### src/rtl/sgpr_wr_arbiter_pkg.sv
// Shared definitions for the SGPR write arbiter.
//   Requester indices (SALU/LSU/VALU), requester count, datapath widths,
//   the buffered write-entry struct and a mod-3 index increment helper.
package sgpr_wr_arbiter_pkg;

    localparam int NUM_REQ = 3;
    localparam int ADDR_W  = 9;
    localparam int DATA_W  = 64;
    localparam int WSEL_W  = 2;

    localparam logic [1:0] REQ_SALU = 2'd0;
    localparam logic [1:0] REQ_LSU  = 2'd1;
    localparam logic [1:0] REQ_VALU = 2'd2;

    typedef struct packed {
        logic [ADDR_W-1:0] addr;
        logic [DATA_W-1:0] data;
        logic [WSEL_W-1:0] wordsel;
    } wr_entry_t;

    // (idx + 1) mod NUM_REQ for a 2-bit requester index.
    function automatic logic [1:0] next_idx(input logic [1:0] idx);
        return (idx >= 2'(NUM_REQ - 1)) ? 2'd0 : idx + 2'd1;
    endfunction

endpackage

### src/rtl/sgpr_wr_arbiter_rr.sv
// Three-way round-robin picker.
//   valid_i   : requesters with a buffered write
//   pointer_i : index where the search starts (highest priority)
//   grant_o   : one-hot grant, all zero when nothing is valid
module rr_arbiter_3
    import sgpr_wr_arbiter_pkg::*;
(
    input  logic [NUM_REQ-1:0] valid_i,
    input  logic [1:0]         pointer_i,
    output logic [NUM_REQ-1:0] grant_o
);

    logic [1:0] idx;
    logic       found;

    always_comb begin
        grant_o = '0;
        found   = 1'b0;
        // An out-of-range pointer (3) behaves like 0 so the picker never stalls.
        idx     = (pointer_i > 2'(NUM_REQ - 1)) ? 2'd0 : pointer_i;
        for (int k = 0; k < NUM_REQ; k++) begin
            if (!found && valid_i[idx]) begin
                grant_o[idx] = 1'b1;
                found        = 1'b1;
            end
            idx = next_idx(idx);
        end
    end

endmodule

### src/rtl/sgpr_wr_arbiter.sv
// Arbitrates SALU/LSU/VALU write requests onto the single SGPR write port.
//   clk, rst                 : clock, synchronous active-high reset
//   <src>_req/addr/data/wordsel : write request per source (SALU, LSU, VALU)
//   <src>_hold               : source must not issue a new request
//   sgpr_wr_en/addr/data     : registered write port, wr_en per 32-bit word
//   pending                  : capture-buffer valid flags {VALU, LSU, SALU}
// Each source has a one-entry capture buffer. A round-robin pick drains one
// buffer per cycle; the granted entry appears on the write port next cycle.
module sgpr_wr_arbiter
    import sgpr_wr_arbiter_pkg::*;
(
    input  logic              clk,
    input  logic              rst,

    input  logic              salu_req,
    input  logic [ADDR_W-1:0] salu_addr,
    input  logic [DATA_W-1:0] salu_data,
    input  logic [WSEL_W-1:0] salu_wordsel,

    input  logic              lsu_req,
    input  logic [ADDR_W-1:0] lsu_addr,
    input  logic [DATA_W-1:0] lsu_data,
    input  logic [WSEL_W-1:0] lsu_wordsel,

    input  logic              valu_req,
    input  logic [ADDR_W-1:0] valu_addr,
    input  logic [DATA_W-1:0] valu_data,
    input  logic [WSEL_W-1:0] valu_wordsel,

    output logic              salu_hold,
    output logic              lsu_hold,
    output logic              valu_hold,

    output logic [WSEL_W-1:0] sgpr_wr_en,
    output logic [ADDR_W-1:0] sgpr_wr_addr,
    output logic [DATA_W-1:0] sgpr_wr_data,

    output logic [NUM_REQ-1:0] pending
);

    logic      [NUM_REQ-1:0] req;
    wr_entry_t [NUM_REQ-1:0] in_ent;

    logic      [NUM_REQ-1:0] valid_q, valid_d;
    wr_entry_t [NUM_REQ-1:0] ent_q, ent_d;
    logic      [1:0]         ptr_q, ptr_d;

    logic      [NUM_REQ-1:0] grant;
    logic      [NUM_REQ-1:0] hold;
    logic      [NUM_REQ-1:0] accept;
    logic                    gnt_any;
    logic      [1:0]         gnt_idx;

    logic [WSEL_W-1:0] wr_en_q,   wr_en_d;
    logic [ADDR_W-1:0] wr_addr_q, wr_addr_d;
    logic [DATA_W-1:0] wr_data_q, wr_data_d;

    assign req              = {valu_req, lsu_req, salu_req};
    assign in_ent[REQ_SALU] = '{addr: salu_addr, data: salu_data, wordsel: salu_wordsel};
    assign in_ent[REQ_LSU]  = '{addr: lsu_addr,  data: lsu_data,  wordsel: lsu_wordsel};
    assign in_ent[REQ_VALU] = '{addr: valu_addr, data: valu_data, wordsel: valu_wordsel};

    rr_arbiter_3 u_rr (
        .valid_i   (valid_q),
        .pointer_i (ptr_q),
        .grant_o   (grant)
    );

    // A buffer being drained this cycle frees itself, so its source may
    // present the next write immediately (one write per cycle per source).
    assign hold      = rst ? '0 : (valid_q & ~grant);
    assign pending   = rst ? '0 : valid_q;
    assign salu_hold = hold[REQ_SALU];
    assign lsu_hold  = hold[REQ_LSU];
    assign valu_hold = hold[REQ_VALU];

    always_comb begin
        gnt_any = |grant;
        gnt_idx = 2'd0;
        for (int i = 0; i < NUM_REQ; i++) begin
            if (grant[i]) gnt_idx = 2'(i);
        end
    end

    always_comb begin
        valid_d = valid_q;
        ent_d   = ent_q;
        accept  = '0;
        for (int i = 0; i < NUM_REQ; i++) begin
            // wordsel==0 writes nothing, so it is never buffered.
            accept[i] = req[i] && (in_ent[i].wordsel != '0) && !hold[i];
            if (grant[i]) valid_d[i] = 1'b0;
            if (accept[i]) begin
                valid_d[i] = 1'b1;
                ent_d[i]   = in_ent[i];
            end
        end
    end

    always_comb begin
        ptr_d     = gnt_any ? next_idx(gnt_idx) : ptr_q;
        wr_en_d   = '0;
        wr_addr_d = '0;
        wr_data_d = '0;
        if (gnt_any) begin
            wr_en_d   = ent_q[gnt_idx].wordsel;
            wr_addr_d = ent_q[gnt_idx].addr;
            wr_data_d = ent_q[gnt_idx].data;
        end
    end

    always_ff @(posedge clk) begin
        if (rst) begin
            valid_q   <= '0;
            ent_q     <= '0;
            ptr_q     <= REQ_SALU;
            wr_en_q   <= '0;
            wr_addr_q <= '0;
            wr_data_q <= '0;
        end else begin
            valid_q   <= valid_d;
            ent_q     <= ent_d;
            ptr_q     <= ptr_d;
            wr_en_q   <= wr_en_d;
            wr_addr_q <= wr_addr_d;
            wr_data_q <= wr_data_d;
        end
    end

    assign sgpr_wr_en   = wr_en_q;
    assign sgpr_wr_addr = wr_addr_q;
    assign sgpr_wr_data = wr_data_q;

endmodule
### config.mk
export PLATFORM = sky130hd
export DESIGN_NAME = sgpr_wr_arbiter
export DESIGN_NICKNAME = d
export VERILOG_FILES = /design/src/rtl/sgpr_wr_arbiter_pkg.sv /design/src/rtl/sgpr_wr_arbiter_rr.sv /design/src/rtl/sgpr_wr_arbiter.sv
export SDC_FILE = /design/constraint.sdc
export NUM_CORES = 1
export LEC_CHECK = 0
export ABC_AREA = 1
export BUFFER_PORTS_ARGS = -buffer_cell sky130_fd_sc_hd__buf_4
export CORE_ASPECT_RATIO = 1.4
export CORE_MARGIN = 2
export CORE_UTILIZATION = 58
export CTS_CLUSTER_DIAMETER = 120
export DETAILED_ROUTE_END_ITERATION = 10
export PLACE_DENSITY = 0.95
export SYNTH_ARGS = -nofsm -noshare
export SYNTH_HDL_FRONTEND = slang
export SYNTH_HIERARCHICAL = 1
export SYNTH_SLANG_ARGS = --single-unit
### constraint.sdc
create_clock -name clk -period 4.5 [get_ports clk]
set_input_delay 0.45 -clock clk [delete_from_list [all_inputs] [get_ports clk]]
set_output_delay 0.45 -clock clk [all_outputs]
set_load 0.05 [all_outputs]
# After elaboration in Yosys (flattened, before gate mapping)
# Cells that the tools add are included.
[totals]
register_bits = 305
out_inout_bits = 81
input_bits = 230
wordCells = 92
[op_classes]
add_sub_neg = 3
magnitude_cmp = 11
n_mux = 33
n_bitwise = 5
reduce_logical = 24
[op_table]
columns = ["cell", "n"]
rows = [
  ["binary-select mux 75 bit (select 2 bit)", 1],
  ["two-way mux 75 bit", 1],
  ["two-way mux 1 bit", 15],
  ["two-way mux 3 bit", 5],
  ["< comparator 2 x 3 -> 1 bit (second input constant)", 4],
  ["nonzero test 2 bit", 6],
  ["logical AND 1 bit", 11],
  ["two-way mux 2 bit", 5],
  ["adder 2 x 1 -> 2 bit (second input constant)", 3],
  ["binary-select mux 1 bit (select 2 bit)", 3],
  ["demux 1 bit (select 2 bit)", 3],
  [">= comparator 2 x 1 -> 1 bit (second input constant)", 3],
  [">= comparator 2 bit (second input constant)", 3],
  ["OR 3 bit", 2],
  ["logical NOT 1 bit", 5],
  ["AND 3 bit", 1],
  ["inverter 3 bit", 1],
  ["OR reduction 3 bit", 1],
  ["> comparator 2 bit (second input constant)", 1],
  ["OR reduction 2 bit", 1],
  ["inverter 1 bit", 1],
]

# Longest topological paths before layout
[depth]
ltp_word = 18
ltp_mapped = 18
ltp_nobuf = 16

# By module
# Netlist, hierarchy kept.
[by_module_without_submodules]
columns = ["mod", "seq_area_each_um2", "area_per_inst_um2", "n_inst", "cells_each"]
rows = [
  ["sgpr_wr_arbiter", 6105.9, 13269.0, 1, 1856],
  ["rr_arbiter_3", 0.0, 225.2, 1, 44],
]

# Least setup slack after synthesis
# OpenSTA, ideal clock, no wires.
[synth_path]
kind = "register -> output"
from = "reg ptr_q[0]"
to = "out valu_hold"
stages_incl_launch_ff = 15
t_required_ps = 4050
arrival_ps = 2071
n_path_buf = 2
slack_ps = 1979
path_cell_list = "dfxtp_1 inv_1 ha_1 inv_1 nand2_1 nand3_1 nand2_2 nor2_2 nand2_1 nand3_1 inv_1 nand3_2 buf_2 buf_4 inv_1"
[synth_via]
elab_chain_cells = 15
elab_cells_between_ends = 43
classes_between = "2 x add/sub; 9 x order compare; 21 x mux; 4 x bitwise; 7 x reduce/logical"
[synth_lines]
columns = ["element", "line", "rtl"]
rows = [
  ["start, declared", "sgpr_wr_arbiter.sv:46", "logic [1:0] ptr_q, ptr_d;"],
  ["start signal, assigned", "sgpr_wr_arbiter.sv:123", "ptr_q <= ptr_d;"],
  ["> comparator 2 bit", "sgpr_wr_arbiter_rr.sv:20", "idx = (pointer_i > 2'(NUM_REQ - 1)) ? 2'd0 : pointer_i;"],
  ["two-way mux 2 bit *", "sgpr_wr_arbiter_rr.sv:20", ""],
  ["adder 2 x 1 -> 2 bit or >= comparator 2 bit (tied branches)", "sgpr_wr_arbiter_pkg.sv:23", "return (idx >= 2'(NUM_REQ - 1)) ? 2'd0 : idx + 2'd1;"],
  ["two-way mux 2 bit", "sgpr_wr_arbiter_pkg.sv:23", ""],
  ["adder 2 x 1 -> 2 bit, or another cell as far along", "sgpr_wr_arbiter_pkg.sv:23", ""],
  ["two-way mux 2 bit or logical AND 1 bit (tied branches)", "sgpr_wr_arbiter_pkg.sv:23, sgpr_wr_arbiter_rr.sv:23", ""],
  ["< comparator 2 x 3 -> 1 bit (implied by the code), or another cell as far along", "sgpr_wr_arbiter_rr.sv:23", "grant_o[idx] = 1'b1;"],
  ["logical AND 1 bit (implied by the code) or demux 1 bit (select 2 bit) (tied branches)", "--", ""],
  ["two-way mux 1 bit (implied by the code) or OR 3 bit (tied branches)", "--", ""],
  ["demux 1 bit (select 2 bit) or two-way mux 3 bit (tied branches)", "--", ""],
  ["OR 3 bit (no source line)", "--", ""],
  ["two-way mux 3 bit *", "sgpr_wr_arbiter_rr.sv:22", "if (!found && valid_i[idx]) begin"],
  ["named net grant[2]", "sgpr_wr_arbiter.sv:48", "logic [NUM_REQ-1:0] grant;"],
  ["inverter 3 bit *", "sgpr_wr_arbiter.sv:71", "assign hold = rst ? '0 : (valid_q & ~grant);"],
  ["AND 3 bit *", "sgpr_wr_arbiter.sv:71", ""],
  ["two-way mux 3 bit *", "sgpr_wr_arbiter.sv:71", ""],
  ["end, declared", "sgpr_wr_arbiter.sv:32", "output logic valu_hold,"],
]
# The timed path passes the listed nets; every way through them passes the cells marked *. The select of a mux whose other input is x is not followed.

# Worst setup path in the final report
# Ends and elaborated chain as after synthesis.

==> flow_metrics.env <==
export IMPL_status="complete, no violations"
export IMPL_cp_common_cell="sky130_fd_sc_hd__inv_1"
export IMPL_relative_contribution_of_combinational_cells_to_total_power=0.389
export IMPL_postSynthCellCount=1900
export IMPL_finalPower_mw=9.110
export IMPL_cts_path_max_buffers=3
export IMPL_route_antenna_remaining_nets=0
export IMPL_power_density_nw_per_um2=546.6
export IMPL_synth_cell_type_count=19
export IMPL_detailroute_wirelength_met2_microns=19220
export IMPL_nets=2339
export IMPL_finalSetupViolations=0
export IMPL_postLayoutCoreUtil=0.7233
export IMPL_worstSetupPathType="register to primary output"
export IMPL_firstDrtPassIters=6
export IMPL_number_of_antenna_violations_at_the_first_check_in_global_routing=1
export IMPL_detail_route_wirelength_met1_microns=14130
export IMPL_critical_path_required_ns=4.05
export IMPL_clock_insertion_delay_worst_skew_ns=0.54
export IMPL_cts_max_level=1
export IMPL_layout_commonest_cell="sky130_fd_sc_hd__nand2_1"
export IMPL_post_cts_resize_count=0
export IMPL_cp_end_kind="primary output"
export IMPL_post_dp_cell_area_sq_um=15780
export IMPL_post_synth_instance_area_sq_um=13490
export IMPL_dpl_cell_count=2381
export IMPL_layout_cells_most_common_list="sky130_fd_sc_hd__nand2_1 (556), sky130_fd_sc_hd__buf_4 (324), sky130_fd_sc_hd__dfxtp_1 (305), sky130_fd_sc_hd__nor2_1 (240), sky130_fd_sc_hd__a21oi_1 (221)"
export IMPL_crit_arrival_ns=3.54
export IMPL_initial_utilization=0.5857
export IMPL_drv_max_cap_violation_count=0
export IMPL_cts_buffers_inserted=28
export IMPL_die_w_microns=132.9
export IMPL_globalRoute_totalOverflow=0
export IMPL_floorplan_rows=66
export IMPL_critPathMaxStageDelay_ns=0.46
export IMPL_die_height_microns=184.5
export IMPL_drc_errors=0
export IMPL_top_layer="met4"
export IMPL_worst_slew_pin_slew_ns=1.224
export IMPL_synth_net_count=2134
export IMPL_grt_pass1_vias=13190
export IMPL_detail_route_wirelength_microns=38780
export IMPL_layout_cells_non_filler=2430
export IMPL_dpl_worst_slack_ns=1.135
export IMPL_netSwitchingPower_mw=3.711
export IMPL_die_area_sq_um=24520
export IMPL_cellLeakagePower_nw=8.155
export IMPL_wl_met3_microns=3033
export IMPL_min_period_ns=3.986
export IMPL_power_share_switching=0.4074
export IMPL_detail_route_vias_per_cell=5.576
export IMPL_avgSynthCellArea_sq_um=7.102
export IMPL_vdd_ir_drop_max_uv=625.4
export IMPL_hold_buffers=0
export IMPL_detailedPlacementHpwl_microns=24100
export IMPL_grt_util_all_layers=0.3048
export IMPL_global_route_wire_length_before_repair_microns=61550
export IMPL_timing_hold_worst_class="input pin to register"
export IMPL_yosys_warnings=6
export IMPL_place_gp_congestion=0.8330
export IMPL_place_port_buffers=310
export IMPL_maximum_number_of_pins_on_one_net_before_global_route_repair=149
export IMPL_timing_max_transition_violations_final=0
export IMPL_final_setup_tns_ns=0
export IMPL_slowest_stage_cell_cp="sky130_fd_sc_hd__nand3_4"
export IMPL_power_frac_clock=0.251
export IMPL_internal_power_mw=5.399
export IMPL_unrepaired_setup_endpoints_after_global_routing="false"
export IMPL_ys_seq_area_frac=0.4525
export IMPL_first_iter_violations=1094
export IMPL_clk_pin_slew_worst_paths_ns=0.07
export IMPL_post_drt_wl_per_cell_microns=15.96
export IMPL_worst_slack_ns=0.5144
export IMPL_finalHoldViolCount=0
export IMPL_tritoncts_clock_tree="yes"
export IMPL_list_of_cells_traversed_by_the_critical_path="inv_1 > ha_1 > inv_1 > nand2_1 > nand3_1 > nand2_2 > nand3b_1 > nand3_4 > inv_1 > nand3_4 > inv_1 > buf_4"
export IMPL_postSynthRegisterBits=305
export IMPL_finalCritPeriodShare=0.8857
export IMPL_cts_root_buffer="sky130_fd_sc_hd__clkbuf_16"
export IMPL_relSlewSlack=0.1837
export IMPL_layout_cell_area_non_filler_sq_um=16660
export IMPL_layout_skew_ns=0.008755
export IMPL_pin_count=311
export IMPL_via_count=13550
export IMPL_timing_critical_path_fanout_max=42
export IMPL_finalHoldWorstSlack_ns=0.1654
export IMPL_power_share_sequential=0.359
export IMPL_postCtsSetupBuffers=0
export IMPL_core_sq_um=23040
export IMPL_clock_sink_count=305
export IMPL_crit_path_start_kind="register"
export IMPL_areaGrowthSynthToFinish_pct=23.50
export IMPL_max_clock_freq_mhz=250.9
export IMPL_layout_drive_gt1_share=0.1856
==> critical path: cells and delay by family, from the launching register on <==
family / cells / cell delay [ns]
and+or+nand+nor: 6 / 1.29
buffers and inverters: 5 / 0.95
DFF: 1 / 0.38
adders and majority gates: 1 / 0.36
==> area by class of cell <==
cell class                 instances  area (sq um)
inverter                         105         399.1
fill                            1681          6375
clock buffer                      44         852.1
clock inverter                     4         35.03
antenna                            1         2.502
multi-input combinational       1337          6375
tap                              306         382.9
timing repair buffer             328          2512
sequential                       305          6106
==> final timing paths <==
check	slack (ns)	to	cells past startpoint	from
max	0.51	valu_hold	12	ptr_q[0]
min	0.17	ent_q[151]	3	valu_wordsel[1]
min reg2reg	0.48	ent_q[193]	2	ent_q[193]
max reg2reg	0.99	ent_q[150]	15	ptr_q[0]
==> cell families (layout without fill, tap and decap cells) <==
group,Yosys count,after routing,share of synthesized area
AND/OR/NAND/NOR,1109,1109,0.3793
flip-flops,305,305,0.4525
buffers and inverters,258,481,0.08104
AO/OA/AOI/OAI,224,224,0.08345
adder cells (fa/ha/maj),4,4,0.003709
other,0,1,0
==> sequential cells by signal, indices dropped and copies added (netlist names) <==
signal        count
sgpr_wr_data     64
ent_q           225
valid_q           3
ptr_q             2
sgpr_wr_en        2
sgpr_wr_addr      9
==> power by group through the flow <==
stage                     logic (mW)  registers, mW  clock network [mW]
after floorplan                 2.03           3.74                   0
final                           3.54           3.27                2.29
after global placement          3.39           3.31                   0
after detailed placement        3.49           3.32                   0
after global routing            3.84           3.31                2.42
after CTS                       3.50           3.27                2.31
==> cell usage after synthesis <==
cell type,instances,area share
sky130_fd_sc_hd__clkbuf_1,43,0.012
sky130_fd_sc_hd__inv_2,13,0.0036
sky130_fd_sc_hd__dfxtp_1,305,0.45
sky130_fd_sc_hd__buf_4,1,0.00056
sky130_fd_sc_hd__nand2_1,556,0.15
sky130_fd_sc_hd__nor2_2,1,0.00046
sky130_fd_sc_hd__o211ai_1,2,0.0011
sky130_fd_sc_hd__nand4_1,2,0.00093
sky130_fd_sc_hd__nor2_1,246,0.068
sky130_fd_sc_hd__o21ai_0,1,0.00037
sky130_fd_sc_hd__nand3_2,3,0.0022
sky130_fd_sc_hd__nand3_1,79,0.029
sky130_fd_sc_hd__nand2_2,2,0.00093
sky130_fd_sc_hd__nand3b_1,220,0.12
sky130_fd_sc_hd__a21oi_1,221,0.082
sky130_fd_sc_hd__buf_1,12,0.0033
sky130_fd_sc_hd__inv_1,92,0.026
sky130_fd_sc_hd__buf_2,97,0.036
sky130_fd_sc_hd__ha_1,4,0.0037
==> metal layers <==
metal	global-route usage	up-vias
met4	0.2138	0
li1	-	6441
met1	0.3485	6198
met5	0	-
met3	0.03630	172
met2	0.5297	739
(Power assumes the default switching activity.)
